## src/rtl/alu_pkg.sv

```systemverilog
// Shared opcode encodings and FSM state type for the pipelined execute ALU.
package alu_pkg;

    // ALUCtrl_i opcode encodings (independent of datapath width)
    localparam logic [2:0] ALU_ADD = 3'b000;
    localparam logic [2:0] ALU_SLL = 3'b001;
    localparam logic [2:0] ALU_SUB = 3'b010;
    localparam logic [2:0] ALU_MUL = 3'b011;
    localparam logic [2:0] ALU_XOR = 3'b100;
    localparam logic [2:0] ALU_SRA = 3'b101;  // SRL when sub_srl_i = 1
    localparam logic [2:0] ALU_OR  = 3'b110;
    localparam logic [2:0] ALU_AND = 3'b111;

    // Handshake FSM states
    typedef enum logic [1:0] {
        ST_IDLE = 2'd0,
        ST_MUL  = 2'd1,
        ST_DONE = 2'd2
    } alu_state_t;

endpackage

```

## src/rtl/alu_iter_mul.sv

```systemverilog
// Iterative shift-add multiplier: one partial product per cycle, WIDTH cycles total.
// product_o/done_o are valid combinationally in the final iteration cycle.
module alu_iter_mul #(
    parameter int unsigned WIDTH = 32
) (
    input  logic             clk_i,
    input  logic             rst_i,
    input  logic             start_i,
    input  logic [WIDTH-1:0] a_i,
    input  logic [WIDTH-1:0] b_i,
    output logic             done_o,
    output logic [WIDTH-1:0] product_o
);

    localparam int unsigned   CW   = $clog2(WIDTH);
    localparam logic [CW-1:0] LAST = CW'(WIDTH - 1);

    logic [WIDTH-1:0] mcand;
    logic [WIDTH-1:0] mplier;
    logic [WIDTH-1:0] acc;
    logic [WIDTH-1:0] acc_next;
    logic [CW-1:0]    cnt;
    logic             run;

    // Accumulate the current partial product; exposes the finished sum on the last step
    always_comb begin
        acc_next  = acc + (mplier[0] ? mcand : '0);
        done_o    = run && (cnt == LAST);
        product_o = acc_next;
    end

    // Operand latch on start, then one shift-add step per cycle until the count runs out
    always_ff @(posedge clk_i or posedge rst_i) begin
        if (rst_i) begin
            mcand  <= '0;
            mplier <= '0;
            acc    <= '0;
            cnt    <= '0;
            run    <= 1'b0;
        end else if (start_i) begin
            mcand  <= a_i;
            mplier <= b_i;
            acc    <= '0;
            cnt    <= '0;
            run    <= 1'b1;
        end else if (run) begin
            acc    <= acc_next;
            mcand  <= mcand << 1;
            mplier <= mplier >> 1;
            if (cnt == LAST) begin
                cnt <= '0;
                run <= 1'b0;
            end else begin
                cnt <= cnt + 1'b1;
            end
        end
    end

endmodule

```

## src/rtl/alu_pipe.sv

```systemverilog
// Registered, valid/ready handshaked execute ALU. Single-cycle ops finish in one
// cycle; MUL occupies the block for WIDTH cycles via the iterative multiplier.
module alu_pipe
    import alu_pkg::*;
#(
    parameter int unsigned WIDTH = 32
) (
    input  logic             clk_i,
    input  logic             rst_i,
    input  logic             valid_i,
    output logic             ready_o,
    input  logic [WIDTH-1:0] data1_i,
    input  logic [WIDTH-1:0] data2_i,
    input  logic [2:0]       ALUCtrl_i,
    input  logic             sub_srl_i,
    output logic             valid_o,
    input  logic             ready_i,
    output logic [WIDTH-1:0] data_o,
    output logic             zero_o,
    output logic             busy_o
);

    localparam int unsigned SHW = $clog2(WIDTH);

    alu_state_t       state;
    logic             accept;
    logic             is_mul;
    logic [SHW-1:0]   shamt;
    logic [WIDTH-1:0] alu_res;
    logic             mul_done;
    logic [WIDTH-1:0] mul_res;

    // Handshake: ready while idle, or while presenting a result that is being consumed
    always_comb begin
        ready_o = (state == ST_IDLE) || ((state == ST_DONE) && ready_i);
        accept  = valid_i && ready_o;
        is_mul  = (ALUCtrl_i == ALU_MUL);
        busy_o  = (state == ST_MUL);
        shamt   = data2_i[SHW-1:0];
    end

    // Single-cycle result mux; MUL result comes from the iterative unit instead
    always_comb begin
        alu_res = '0;
        case (ALUCtrl_i)
            ALU_ADD: alu_res = data1_i + data2_i;
            ALU_SLL: alu_res = data1_i << shamt;
            ALU_SUB: alu_res = data1_i - data2_i;
            ALU_MUL: alu_res = '0;
            ALU_XOR: alu_res = data1_i ^ data2_i;
            ALU_SRA: alu_res = sub_srl_i ? (data1_i >> shamt)
                                         : WIDTH'($signed(data1_i) >>> shamt);
            ALU_OR:  alu_res = data1_i | data2_i;
            ALU_AND: alu_res = data1_i & data2_i;
            default: alu_res = '0;
        endcase
    end

    alu_iter_mul #(
        .WIDTH(WIDTH)
    ) u_mul (
        .clk_i    (clk_i),
        .rst_i    (rst_i),
        .start_i  (accept && is_mul),
        .a_i      (data1_i),
        .b_i      (data2_i),
        .done_o   (mul_done),
        .product_o(mul_res)
    );

    // Control FSM with registered result, valid and zero flag
    always_ff @(posedge clk_i or posedge rst_i) begin
        if (rst_i) begin
            state   <= ST_IDLE;
            valid_o <= 1'b0;
            data_o  <= '0;
            zero_o  <= 1'b1;
        end else begin
            case (state)
                ST_IDLE, ST_DONE: begin
                    // accept already implies ready_i when in DONE
                    if (accept) begin
                        if (is_mul) begin
                            state   <= ST_MUL;
                            valid_o <= 1'b0;
                        end else begin
                            state   <= ST_DONE;
                            valid_o <= 1'b1;
                            data_o  <= alu_res;
                            zero_o  <= (alu_res == '0);
                        end
                    end else if ((state == ST_DONE) && ready_i) begin
                        state   <= ST_IDLE;
                        valid_o <= 1'b0;
                    end
                end
                ST_MUL: begin
                    if (mul_done) begin
                        state   <= ST_DONE;
                        valid_o <= 1'b1;
                        data_o  <= mul_res;
                        zero_o  <= (mul_res == '0);
                    end
                end
                default: begin
                    state   <= ST_IDLE;
                    valid_o <= 1'b0;
                end
            endcase
        end
    end

endmodule

```

## config.mk

```make
export PLATFORM = sky130hd
export DESIGN_NAME = alu_pipe
export DESIGN_NICKNAME = d
export VERILOG_FILES = /design/src/rtl/alu_pkg.sv /design/src/rtl/alu_iter_mul.sv /design/src/rtl/alu_pipe.sv
export SDC_FILE = /design/constraint.sdc
export NUM_CORES = 1
export LEC_CHECK = 0
export BUFFER_PORTS_ARGS = -buffer_cell sky130_fd_sc_hd__buf_2
export CAP_MARGIN = 20
export CELL_PAD_IN_SITES_DETAIL_PLACEMENT = 2
export CELL_PAD_IN_SITES_GLOBAL_PLACEMENT = 2
export CORE_MARGIN = 2
export CORE_UTILIZATION = 38
export CTS_BUF_LIST = sky130_fd_sc_hd__clkbuf_2
export DETAILED_ROUTE_END_ITERATION = 12
export GPL_TIMING_DRIVEN = 0
export PLACE_DENSITY = 0.83
export SLEW_MARGIN = 20
export SYNTH_ARGS = -nofsm -noshare
export SYNTH_HDL_FRONTEND = slang
export SYNTH_SLANG_ARGS = --single-unit
```

## constraint.sdc

```tcl
create_clock -name clk_i -period 5.5 [get_ports clk_i]
set_input_delay 0.825 -clock clk_i [delete_from_list [all_inputs] [get_ports clk_i]]
set_output_delay 0.825 -clock clk_i [all_outputs]
set_load 0.05 [all_outputs]
```

==> reports/metrics.yaml, run 1 <==
sta:
  rsz0062_at_grt: "true"
  worst_pin_slew_ps: 1440
  hold_viol: 0
  hold_slack_ps: 73.0
  fin_crit_ps: 5460
  fin_crit_sh_pct: 99.3
  setup_ws_ps: 37.9
  fmax_mhz: 183
  max-slew-margin-rel_pct: 4.26
  setup_violations: 0
  slew_violations: 0
  clock_skew_ps: 75.6
routing:
  drtIter0Drc: 1906
  drc: 0
  vias: 18609
  drtPass1Iterations: 5
  post_drt_wl_per_cell_um: 36.0
  antenna_left: 0
  vias_per_cell: 6.78
  drt_wl_total_um: 98800
clock_tree:
  cts_htree_levels: 4
  worst_skew_pair.late_latency_ps: 1050
  cts_sinks: 137
  clk_path_buf_depth: 2
  clockRootBuffer: "clkbuf_2"
  numCtsBuffers: 17
  clk_pin_slew_worst_paths_ps: 300
  cts_tree: "done"
pwr:
  p_leak_nw: 8.30
  finalPower_w: 0.00712
  net-switching-power_w: 0.00405
  p_comb_share_pct: 65.8
  seq_power_share_pct: 24.5
  power.internal_w: 0.00307
  power.density_nw_per_um2: 392
  p_sw_share_pct: 56.9
  ir_drop_uv: 320
  power_frac_clock_pct: 9.7
yosys:
  synth-main-ff-cell: "dfrtp_1"
  syn-cell-area_sq_um: 16100
  netlist-cell-type-count: 91
  synth_seq_cells: 137
  ys_seq_area_share_pct: 21.2
  synth_nets: 2261
  postSynthAreaPerCell_sq_um: 7.85
  yosysWarnings: 0
  synth_edf_count: 0
  syn_inst: 2057
  async_flop_share_pct: 100
layout:
  fillCellCount: 4826
  layout.nets: 2393
  drive_above_1_share_pct: 14.0
  syn_to_final_growth_pct: 12.4
  final_cells: 2746
  post-route-util_pct: 43.2
flow_run:
  max_cap_violations: 0
run_status:
  status: "complete, no violations"
setup_path:
  start_kind: "primary input"
  r2r.worst_path.cells: 15
  arrival_ps: 6360
  cp_max_fo: 20
  crit_required_ps: 6400
  critPathCaptureType: "register"
  criticalPathCategory: "primary input to register"
global_route:
  grtUsageTotal_pct: 44.7
  grt_max_degree: 91
  grt_pass1_vias: 19376
  gr-total-overflow: 0
  grt_pass1_wl_um: 141000
  antenna_found_initial: 10
placed_design:
  place_ws_ps: -3120
  gp_congestion: 1.05
  portBuffers: 106
  hpwl_um: 77600
  placed_cells: 2704
hold_path:
  hp-class: "primary input to register"
  holdPathStages: 3
floorplanning:
  dieArea_sq_um: 44100
  die_w_um: 210
  die_h_um: 210
  io_pins: 108
  start_util_pct: 38.5
  core_area_sq_um: 41900
  row_count: 75
kinds of logic (layout without fill, tap and decap cells):
logic type	count (synthesis)	count (layout)	share of synthesized area [%]
adder cells (fa/ha/maj)	132	132	10.3
other	0	5	0
buffers and inverters	253	398	6.16
flip-flops	137	137	21.2
AO/OA/AOI/OAI	586	586	22.6
XOR/XNOR	76	76	4.12
multiplexers	221	221	17.1
AND/OR/NAND/NOR	652	652	18.5
state kept, by name, summed over array words and instances, names as in the netlist:
register	flops
data_o	32
state	1
u_mul.acc	32
u_mul.cnt	5
u_mul.mcand	32
u_mul.mplier	32
u_mul.run	1
valid_o	1
zero_o	1
cell type report:
type	count	area, sq um	area share [%]
buffer	141	616	3.39
timing repair buffer	124	714	3.94
sequential	137	3430	18.9
clock inverter	15	154	0.848
multi-input combinational	1667	12100	66.5
inverter	101	390	2.15
antenna	5	12.5	0.0690
tap	539	674	3.72
clock buffer	17	85.1	0.469
power by group through the flow:
stage               combinational, W  sequential (W)  clock [W]
finish                       0.00469         0.00174   0.000690
global route                 0.00493         0.00178   0.000736
CTS                          0.00450         0.00172   0.000701
detailed placement           0.00444         0.00174          0
global placement             0.00417         0.00171          0
floorplan                    0.00256         0.00193          0
stage by stage:
stage	cell area (sq um)	setup TNS [ps]
finish	18100	0
global route	18100	-175
CTS	17900	0
detailed placement	17400	-63510
global placement	17300	-163640
floorplan	16100	0
worst max-delay path, stage by stage:
cell	delay (ps)
buf_2	120
buf_2	210
inv_2	210
buf_8	260
ha_1	230
and3_2	270
nand3_2	180
nor3_4	250
buf_4	170
a31oi_1	120
xnor2_2	470
ha_1	420
a21oi_2	270
nand2_1	160
o31a_1	310
nor4_1	350
a211oi_2	110
buf_4	200
or2_1	290
xor2_2	210
a221oi_4	370
nand2_1	90
o21ai_0	120
a21oi_1	100
what timing repair did:
item,4_1_cts,5_1_grt
hold endpoints to repair,55,0
pin swaps,4,7
buffers inserted,2,5
setup endpoints to repair,28,9
resized for setup,44,45
hold buffers,9,0
layout by cell type, fill, tap and decap left out, types with 48 or more instances in the layout:
cell / count
nand2_1: 235
nor2_1: 198
o21ai_0: 180
a21oi_1: 153
mux2i_1: 152
dfrtp_1: 136
ha_1: 129
buf_2: 118
clkbuf_1: 99
inv_1: 96
xnor2_1: 48
synth_stat cells (all sizes together), types with 5 or more instances:
library cell,instances,area share (%)
a21o,12,0.56
nor4,12,0.47
or3,9,0.35
o22ai,12,0.47
o31ai,20,0.93
and2,43,1.7
nand4b,5,0.27
a21boi,9,0.42
dfrtp,136,21
nand2,235,5.5
a211oi,37,1.8
nand2b,18,0.70
nor2b,5,0.19
xor2,16,0.87
a221oi,10,0.54
a221o,5,0.31
and3,9,0.35
clkbuf,117,2.7
mux2,27,1.9
o221ai,5,0.27
buf,35,1.1
mux2i,154,9.5
o21bai,8,0.37
o21a,6,0.28
a31oi,17,0.66
nor3b,6,0.28
inv,99,2.3
o211ai,29,1.3
and4,5,0.27
nand4,14,0.54
a21oi,160,5.0
a211o,10,0.54
nor3,27,0.87
nand3,38,1.2
ha,130,10
mux4,40,5.6
nor2,202,4.7
or2,10,0.39
xnor2,60,3.3
o2111ai,5,0.27
o21ai,189,5.9
metal layers:
| layer | share of wire [%] | GRT usage [%] | vias to the layer above |
|---|---|---|---|
| li1 | - | - | 7689 |
| met1 | 42 | 60.2 | 9631 |
| met2 | 43 | 67.7 | 1027 |
| met3 | 10 | 11.9 | 254 |
| met4 | 4.5 | 18.3 | 8 |
| met5 | 0.058 | 0 | - |
final timing paths:
check                             endpoint  slack [ps]            start
max                             data_o[27]          40       data2_i[1]
min                        u_mul.mplier[6]          70       data2_i[6]
max reg2reg                         zero_o         360  u_mul.mplier[0]
min reg2reg                     data_o[25]         570       data_o[25]
max in group asynchronous       data_o[20]        4300            rst_i
min in group asynchronous     u_mul.cnt[2]         260            rst_i
No activity file was read; power rests on OpenSTA's default activity.
==> run 2: changes to the inputs <==
Settings changed: CORE_UTILIZATION 38 to 39, PLACE_DENSITY 0.83 to 0.84, SYNTH_HIERARCHICAL set to 1.
==> run 2 against run 1 <==
The flow now finishes with violations (setup timing); critical path depth fell by 4; utilization rose by 1.2 points; critical path type unchanged; register-to-register slack improved by 80 ps; combinational power up 2%; clock skew shrank 30 ps; power is 2.6% higher; count of clock-buffer cells in the layout stayed put.
==> reports/metrics.yaml, run 2 <==
placed_design:
  placed_area_sq_um: 18000  # was 17400 sq um
  gp_congestion: 1.08  # was 1.05
  hpwl_um: 83300  # was 77600 um
  place_ws_ps: -3640  # was -3120 ps
  portBuffers: 106  # unchanged
layout:
  postLayoutCellArea_sq_um: 18700  # was 18100 sq um
  syn_to_final_growth_pct: 12.2  # was 12.4%
  post-route-util_pct: 44.5  # was 43.2%
  drive_above_1_share_pct: 14.7  # was 14.0%
  final_cell_mix: "256 x nand2_1, 171 x o21ai_0, 161 x nor2_1, 151 x a21oi_1, 136 x dfrtp_1"  # was 235 x nand2_1, 198 x nor2_1, 180 x o21ai_0, 153 x a21oi_1, 152 x mux2i_1
  mostFrequentLayoutCell: "nand2_1"  # unchanged
  layout.nets: 2448  # was 2393
clock_tree:
  cts_tree: "done"  # unchanged
  clockRootBuffer: "clkbuf_2"  # unchanged
  numCtsBuffers: 17  # unchanged
  clk_pin_slew_worst_paths_ps: 220  # was 300 ps
  cts_sinks: 137  # unchanged
  worst_skew_pair.late_latency_ps: 1050  # about the same
  clk_path_buf_depth: 2  # unchanged
  cts_htree_levels: 4  # unchanged
run_status:
  violations: "setup timing"
  status: "finished, violations left"  # was complete, no violations
sta:
  hold_slack_ps: 103  # was 73.0 ps
  max-slew-margin-rel_pct: 24.1  # was 4.26%
  fin_crit_ps: 5620  # was 5460 ps
  fmax_mhz: 178  # was 183 MHz
  fin_crit_sh_pct: 102  # was 99.3%
  hold_viol: 0  # unchanged
  clock_skew_ps: 45.2  # was 75.6 ps
  slew_violations: 0  # unchanged
  worst_pin_slew_ps: 1140  # was 1440 ps
  setup_violations: 2  # was 0
  setup_ws_ps: -115  # was 37.9 ps
routing:
  post_drt_wl_per_cell_um: 38.5  # was 36.0 um
  drtPass1Iterations: 6  # was 5
  drc: 0  # unchanged
  vias_per_cell: 7.10  # was 6.78
  drtIter0Drc: 2544  # was 1906
  vias: 19893  # was 18.6k
  antenna_left: 0  # unchanged
  drt_wl_total_um: 108000  # was 98800 um
global_route:
  gr-total-overflow: 0  # unchanged
  grtUsageTotal_pct: 48.5  # was 44.7%
  antenna_found_initial: 11  # was 10
  grt_pass1_vias: 20902  # was 19.4k
  grt_max_degree: 68  # was 91
  grt_pass1_wl_um: 154000  # was 141000 um
yosys:
  async_flop_share_pct: 100  # unchanged
  synth.top_cells.by_area: "dfrtp_1 20%, ha_1 9.7%, mux2i_1 7.3%, mux4_2 6.5%, nand2_1 5.8%"  # was dfrtp_1 21%, ha_1 10%, mux2i_1 9.5%, o21ai_0 5.7%, mux4_2 5.6%
  yosysWarnings: 6  # was 0
  synth_top_area_cell: "dfrtp_1"  # unchanged
  synth-main-ff-cell: "dfrtp_1"  # unchanged
  synth_seq_cells: 137  # unchanged
  synth_nets: 2298  # was 2261
  synthTopCellsByCount: "257 x nand2_1, 173 x o21ai_0, 164 x nor2_1, 153 x a21oi_1, 136 x dfrtp_1"  # was 235 x nand2_1, 201 x nor2_1, 184 x o21ai_0, 160 x a21oi_1, 154 x mux2i_1
  yosysMostFrequentCell: "nand2_1"  # unchanged
  netlist-cell-type-count: 110  # was 91
  ys_seq_area_share_pct: 20.5  # was 21.2%
  postSynthAreaPerCell_sq_um: 7.98  # was 7.85 sq um
  synth_edf_count: 0  # unchanged
  syn-cell-area_sq_um: 16700  # was 16100 sq um
  syn_inst: 2094  # was 2057
  yosys.area.top_type_share_pct: 20.4  # was 21.1%
setup_path:
  critPathCaptureType: "register"  # unchanged
  criticalPathCategory: "primary input to register"  # unchanged
  cp_slowest_cell: "o41ai_2"  # was xnor2_2
  start_kind: "primary input"  # unchanged
  cpPeakStageDelay_ps: 410  # was 470 ps
  cp_max_fo: 9  # was 20
  arrival_ps: 6520  # was 6360 ps
  crit_required_ps: 6400  # about the same
  regToRegSetupSlack_ps: 440  # was 360 ps
  cp_cell_sequence: "buf_2 > clkbuf_1 > or2_0 > clkbuf_2 > nor2_4 > nand3_1 > nor2b_4 > nand2_2 > o41ai_2 > xnor2_1 > ha_1 > clkbuf_1 > a21o_1 > a21oi_2 > o211ai_1 > a21oi_1 > xor2_1 > o221ai_1 > mux2i_1 > a21oi_1"  # was buf_2 > buf_2 > inv_2 > buf_8 > ha_1 > and3_2 > nand3_2 > nor3_4 > buf_4 > a31oi_1 > xnor2_2 > ha_1 > a21oi_2 > nand2_1 > o31a_1 > nor4_1 > a211oi_2 > buf_4 > or2_1 > xor2_2 > a221oi_4 > nand2_1 > o21ai_0 > a21oi_1
pwr:
  ir_drop_uv: 247  # was 320 uV
  power.density_nw_per_um2: 389  # was 392 nW/um^2
  p_leak_nw: 8.46  # was 8.30 nW
  finalPower_w: 0.00730  # was 0.00712 W
hold_path:
  hp-class: "primary input to register"  # unchanged
floorplanning:
  row_count: 75  # unchanged
  die_h_um: 211  # was 210 um
  die_w_um: 211  # was 210 um
  dieArea_sq_um: 44500  # was 44100 sq um
  io_pins: 108  # unchanged
  start_util_pct: 39.6  # was 38.5%
  core_area_sq_um: 42100  # was 41900 sq um
flow_run:
  max_cap_violations: 0  # unchanged
## run 2: cell count changes after synthesis, moves of 13 or more
cell and delta:
nor2_1 -37, mux2i_1 -32, a21o_1 +19, inv_1 -17, a211oi_1 -13, nand2_1 +22
and3_1 +14
## run 2: final cells by class
type | count | area [sq um]
Antenna cell | 4 | 10.0
Multi-Input combinational cell | 1725 | 12500
Tap cell | 539 | 674
Clock buffer | 17 | 85.1
Buffer | 140 | 658
Sequential cell | 137 | 3430
Inverter | 83 | 324
Fill cell | 4788 | 23400
Timing Repair Buffer | 140 | 856
Clock inverter | 15 | 164
## run 2: routing by layer
layer / track usage [%] / vias up / share of wire, %
li1: - / 8028 / -
met4: 31.6 / 14 / 7.7
met5: 0 / - / 0.091
met3: 13.9 / 433 / 11
met2: 73.9 / 1319 / 43
met1: 59.9 / 10099 / 39
## run 2: worst paths after layout
kind,startpoint,endpoint,depth (start not counted)
worst min register to register,state[0],valid_o,1
worst max-delay path,data2_i[3],data_o[27],20
min in group asynchronous,rst_i,u_mul/acc[13],3
worst min-delay path,data2_i[26],u_mul/mplier[26],3
worst max register to register,u_mul/mplier[0],zero_o,16
max in group asynchronous,rst_i,u_mul/mplier[21],4
## run 2: stage by stage
| stage | std cells | setup TNS, ps |
|---|---|---|
| after CTS | 2787 | 0 |
| after floorplan | 2094 | 0 |
| after global routing | 2799 | -48.2 |
| after global placement | 2739 | -99520 |
| final | 2800 | -139 |
| after detailed placement | 2741 | -115990 |
## run 2: cell families (layout without fill, tap and decap cells)
kind of cell	Yosys count	in the layout	synth area share, %
other	0	4	0
buffers and inverters	232	395	5.68
multiplexers	187	187	15.0
flip-flops	137	137	20.5
XOR/XNOR	69	69	3.62
AO/OA/AOI/OAI	641	641	25.4
AND/OR/NAND/NOR	696	696	19.8
adder cells (fa/ha/maj)	132	132	9.98
## run 2: timing repair
item,4_1_cts,5_1_grt
setup endpoints to repair,30,7
pin swaps,3,3
hold buffers,16,0
setup buffers,4,11
gates resized for setup,50,35
endpoints found under the hold margin,84,0
## run 2: worst max-delay path: cells and delay by family
family,cells,cell delay (ps)
adder cells (fa/ha/maj),1,360
XOR/XNOR,2,630
AO/OA/AOI/OAI,7,2140
multiplexers,1,370
buffers and inverters,4,930
AND/OR/NAND/NOR,5,1250
## run 2: report_power, final
part           total, W  leakage (nW)  switching [W]  internal (W)
Combinational   0.00478          6.61        0.00331       0.00147
Sequential      0.00179          1.70       0.000367       0.00142
Clock          0.000733         0.150       0.000510      0.000223
Total           0.00730          8.46        0.00418       0.00312
